===== config.mk =====
export PLATFORM = sky130hd
export DESIGN_NAME = mux2_sel_arbiter
export DESIGN_NICKNAME = d
export VERILOG_FILES = /design/src/rtl/mux2_sel_arbiter_pkg.sv /design/src/rtl/rr_burst_grant.sv /design/src/rtl/mux2_sel_arbiter.sv
export SDC_FILE = /design/constraint.sdc
export NUM_CORES = 1
export LEC_CHECK = 0
export BUFFER_PORTS_ARGS = -buffer_cell sky130_fd_sc_hd__clkbuf_2
export CORE_AREA = 4 4 41 43
export CTS_BUF_LIST = sky130_fd_sc_hd__clkbuf_8
export DETAILED_ROUTE_END_ITERATION = 8
export DIE_AREA = 0 0 45 47
export GPL_ROUTABILITY_DRIVEN = 0
export GPL_TIMING_DRIVEN = 0
export HOLD_SLACK_MARGIN = 0.05
export PLACE_DENSITY = 0.64
export SETUP_SLACK_MARGIN = 0.02
export SLEW_MARGIN = 40
export SYNTH_ARGS = -nofsm -noshare
export SYNTH_HDL_FRONTEND = slang
export SYNTH_SLANG_ARGS = --single-unit

===== constraint.sdc =====
create_clock -name clock -period 2.45 [get_ports clock]
set_input_delay 0.49 -clock clock [delete_from_list [all_inputs] [get_ports clock]]
set_output_delay 0.49 -clock clock [all_outputs]
set_load 0.01 [all_outputs]

===== src/rtl/mux2_sel_arbiter_pkg.sv =====
// Shared types and constants for the two-channel
// burst-limited arbiter that drives a Mux2.
package mux2_sel_arbiter_pkg;

  localparam int unsigned MAX_BURST_DEF = 4;
  localparam int unsigned BURST_W = 4;

  typedef enum logic {
    CH0 = 1'b0,
    CH1 = 1'b1
  } ch_e;

  typedef logic [BURST_W-1:0] burst_t;

  // Next burst length on a same-channel regrant.
  function automatic burst_t burst_inc(
    input burst_t cnt,
    input burst_t lim
  );
    burst_t r;
    r = (cnt < lim) ? cnt + 1'b1 : lim;
    return r;
  endfunction

  // Channel that is not ch.
  function automatic ch_e other_ch(input ch_e ch);
    ch_e r;
    r = (ch == CH0) ? CH1 : CH0;
    return r;
  endfunction

endpackage


===== src/rtl/rr_burst_grant.sv =====
// Combinational two-way grant with a burst limit,
// plus the burst counter and last-grant pointer.
module rr_burst_grant
  import mux2_sel_arbiter_pkg::*;
#(
  parameter int unsigned MAX_BURST = MAX_BURST_DEF
) (
  input  logic clock,
  input  logic reset,
  input  logic in0_valid,
  input  logic in1_valid,
  input  logic slot_free,
  output logic in0_ready,
  output logic in1_ready
);

  localparam burst_t MAX_B = BURST_W'(MAX_BURST);

  // armed stays low for the first edge after reset
  // release so no grant leaves that cycle.
  logic   armed_q;
  ch_e    last_q;
  burst_t cnt_q;

  logic   gnt;
  ch_e    gnt_ch;
  burst_t cnt_d;
  logic   keep;

  // A count of zero means no burst is running,
  // so contention goes to the channel after last_q.
  assign keep = (cnt_q != '0) && (cnt_q < MAX_B);

  // Grant selection and next burst length.
  always_comb begin
    gnt    = 1'b0;
    gnt_ch = CH0;
    cnt_d  = cnt_q;
    if (armed_q && slot_free) begin
      unique case (1'b1)
        (in0_valid && in1_valid): begin
          gnt = 1'b1;
          if (keep) begin
            gnt_ch = last_q;
            cnt_d  = burst_inc(cnt_q, MAX_B);
          end else begin
            gnt_ch = other_ch(last_q);
            cnt_d  = burst_t'(1);
          end
        end
        (in0_valid && !in1_valid): begin
          gnt    = 1'b1;
          gnt_ch = CH0;
          cnt_d  = burst_t'(1);
        end
        (!in0_valid && in1_valid): begin
          gnt    = 1'b1;
          gnt_ch = CH1;
          cnt_d  = burst_t'(1);
        end
        default: begin
          gnt = 1'b0;
        end
      endcase
    end
  end

  assign in0_ready = gnt && (gnt_ch == CH0);
  assign in1_ready = gnt && (gnt_ch == CH1);

  // Pointer and burst state advance on each grant.
  always_ff @(posedge clock or negedge reset) begin
    if (!reset) begin
      armed_q <= 1'b0;
      last_q  <= CH1;
      cnt_q   <= '0;
    end else begin
      armed_q <= 1'b1;
      if (gnt) begin
        last_q <= gnt_ch;
        cnt_q  <= cnt_d;
      end
    end
  end

endmodule


===== src/rtl/mux2_sel_arbiter.sv =====
// Arbitrates two 1-bit valid/ready channels into
// registered D0/D1/S legs for an external Mux2.
module mux2_sel_arbiter
  import mux2_sel_arbiter_pkg::*;
#(
  parameter int unsigned MAX_BURST = MAX_BURST_DEF
) (
  input  logic clock,
  input  logic reset,
  input  logic io_in0_valid,
  input  logic io_in0_bits,
  output logic io_in0_ready,
  input  logic io_in1_valid,
  input  logic io_in1_bits,
  output logic io_in1_ready,
  output logic io_D0,
  output logic io_D1,
  output logic io_S,
  output logic io_out_valid,
  input  logic io_out_ready
);

  logic slot_free;

  assign slot_free = !io_out_valid || io_out_ready;

  rr_burst_grant #(
    .MAX_BURST(MAX_BURST)
  ) u_grant (
    .clock    (clock),
    .reset    (reset),
    .in0_valid(io_in0_valid),
    .in1_valid(io_in1_valid),
    .slot_free(slot_free),
    .in0_ready(io_in0_ready),
    .in1_ready(io_in1_ready)
  );

  // Load the granted leg; the other leg holds.
  always_ff @(posedge clock or negedge reset) begin
    if (!reset) begin
      io_D0        <= 1'b0;
      io_D1        <= 1'b0;
      io_S         <= 1'b0;
      io_out_valid <= 1'b0;
    end else if (io_in0_ready) begin
      io_D0        <= io_in0_bits;
      io_S         <= CH0;
      io_out_valid <= 1'b1;
    end else if (io_in1_ready) begin
      io_D1        <= io_in1_bits;
      io_S         <= CH1;
      io_out_valid <= 1'b1;
    end else if (slot_free) begin
      io_out_valid <= 1'b0;
    end
  end

endmodule

==> results.toml <==
[setup_path]
startpoint_type = "register"
crit_type = "register to primary output"
cp.arrival_ns = 1.86
cp.required_ns = 1.96
worst-path-max-fanout = 4
critPathCaptureType = "primary output"

[timing]
fin_crit_sh_pct = 95.91
hold_viol = 0
setup_viol = 0
setup_tns_ns = 0
slew_viol_final = 0
fin_crit_ns = 2.350
rsz0062_at_grt = "false"
finalClockSkew_ns = 0.001476
fmax_mhz = 425.6

[power_and_ir_drop]
p_per_area_mw_per_mm2 = 872.7
p_leak_nw = 0.3370
total_power_mw = 0.5590
ir_worst_vdd_mv = 0.4333

[global_route]
grt_start_max_net_pins = 11
antenna_found_initial = 0
grt_usage_pct = 9.273
grt_overflow = 0
grt_pass1_wl_um = 1359
grt_pass1_vias = 317

[logic_synthesis]
ys_ff_latch = 10
syn_avg_cell_area_um2 = 11.32
synth.net_count = 56
syn_area_um2 = 498.0
synth.distinct_cells = 21
synthCells = 44
yosysSeqAreaShare_pct = 50.50
yosysWarnings = 0

[floorplanning]
die-area_mm2 = 0.002115
core_area_mm2 = 0.001301
boundaryPins = 13
dieHeight_um = 47
fp-row-count = 13
initial_core_util_pct = 38.27
die_w_um = 45

[routing]
wire_per_inst_um = 11.74
drt_iter0_drc = 0
drtAntennaViolNets = 0
via_per_inst = 4.618
vias = 351
drtPass1Iterations = 1
route.detailed.drc = 0
routed_wl_um = 892

[cts]
insertion_delay_ns = 0.23
h-tree-depth = 1
cts_root_buf = "clkbuf_8"
cts_buffers = 3
cts_max_path_buffers = 2
clock-sinks = 10
cts_tree = "done"
clk_pin_slew_ns = 0.05

[run_status]
outcome = "finished clean"

[final_layout]
syn_to_final_growth_pct = 28.64
multi_input_area_um2 = 239.0
regArea_um2 = 251.5
drive_above_1_share_pct = 40.98
finalNetCount = 74
diodes = 0
nFillCells = 133

[worst_hold_path]
hold_class = "input port to async pin"

[run]
cap_viol_max_count = 0

[place]
io_buffers = 12
-- power by group --
group / switching, mW / internal, mW / leakage, nW
Sequential: 0.0251 / 0.206 / 0.119
Combinational: 0.0791 / 0.0801 / 0.191
Clock: 0.0592 / 0.109 / 0.0269
-- critical path, cell delays in order (launching register included) --
cell,delay [ns]
dfrtp_1,0.37
inv_2,0.05
ha_2,0.18
or4_4,0.52
a31oi_4,0.21
nand2_2,0.11
inv_2,0.07
clkbuf_2,0.12
-- synth_stat cells (all sizes together) --
master / number / area (µm²)
dfstp: 1 / 26.28
and2: 1 / 6.260
and3: 1 / 6.260
nor4: 1 / 6.260
dfrtp: 9 / 225.2
o31ai: 1 / 7.510
o21a: 2 / 15.01
nand3: 2 / 10.01
nand2: 4 / 17.52
or4: 1 / 11.26
a21oi: 1 / 5.000
nor2b: 1 / 6.260
mux2: 2 / 30.03
inv: 5 / 18.77
nor2: 1 / 3.750
conb: 1 / 3.750
o21ai: 1 / 5.000
ha: 5 / 62.56
nand2b: 3 / 18.77
a31oi: 1 / 12.51
-- kinds of logic after synthesis --
group | Yosys count | synth area share [%]
adder cells (fa/ha/maj) | 5 | 12.56
buffers and inverters | 5 | 3.769
AND/OR/NAND/NOR | 15 | 17.34
other | 1 | 0.7530
multiplexers | 2 | 6.030
flip-flops | 10 | 50.50
AO/OA/AOI/OAI | 6 | 9.043
-- state kept, by name (all words and copies together), names as in the netlist --
signal / flops
u_grant.cnt_q: 4
io_D0: 1
io_D1: 1
io_S: 1
io_out_valid: 1
u_grant.armed_q: 1
u_grant.last_q: 1
-- layer usage --
layer | track usage, % | vias to the layer above | routed length (µm)
li1 | - | 180 | -
met3 | 3.448 | 2 | 60
met2 | 13.84 | 10 | 409
met4 | 5.263 | 0 | 6
met1 | 11.53 | 159 | 416
met5 | 0 | - | 0
-- what timing repair did --
action | in CTS | in global routing
buffers inserted | 0 | 1
gates cloned | 0 | 0
hold buffers | 0 | 0
pin swaps | 1 | 2
setup endpoints to repair | 1 | 1
endpoints found under the hold margin | 0 | 0
resized for setup | 1 | 3
-- metrics by stage --
step                worst slack [ns]  hold WS, ns  cell area [µm²]  utilization, %  cells
global route                 0.02858       0.1297            640.6           49.23     76
CTS                          0.04390       0.1236            630.6           48.46     75
global placement              0.2045       0.3685            576.8           44.33     71
finish                        0.1001       0.1171            640.6           49.23     76
detailed placement            0.2434       0.3703            576.8           44.33     71
floorplan                     0.4213       0.1944            498.0               -     44
-- final timing paths --
kind                            cells past startpoint  slack (ns)              to             start
worst min register to register                      1        0.49            io_S              io_S
min in group clock                                  1        0.49            io_S              io_S
worst min-delay path                                1        0.12           io_D1             reset
worst max-delay path                                7        0.10    io_in0_ready  u_grant.cnt_q[0]
max in group asynchronous                           1        2.07  u_grant.last_q             reset
worst max register to register                      7        0.43           io_D0  u_grant.cnt_q[0]
-- cells in the final DEF (no fill, tap or decap) --
cell type  instances
inv_1              4
inv_2              2
clkbuf_2          12
mux2_4             2
clkbuf_8           3
ha_1               4
buf_4              1
conb_1             1
nor2b_1            1
o21ai_0            1
nor4_1             1
a21oi_1            1
dfrtp_1            9
nand2_1            3
o31ai_1            1
ha_2               1
nand2b_1           3
dfstp_2            1
a31oi_4            1
nand3_1            2
and3_1             1
or4_4              1
nor2_1             1
and2_1             1
nand2_2            1
o21a_1             2
-- final cells by class --
type / instances / share of cell area, %
Clock buffer: 3 / 6.445
Clock inverter: 1 / 0.5859
Inverter: 5 / 2.930
Multi-Input combinational cell: 29 / 37.30
Sequential cell: 10 / 39.26
Tap cell: 15 / 2.930
Timing Repair Buffer: 13 / 10.55
Note: power is estimated with default switching activity, not from simulation.
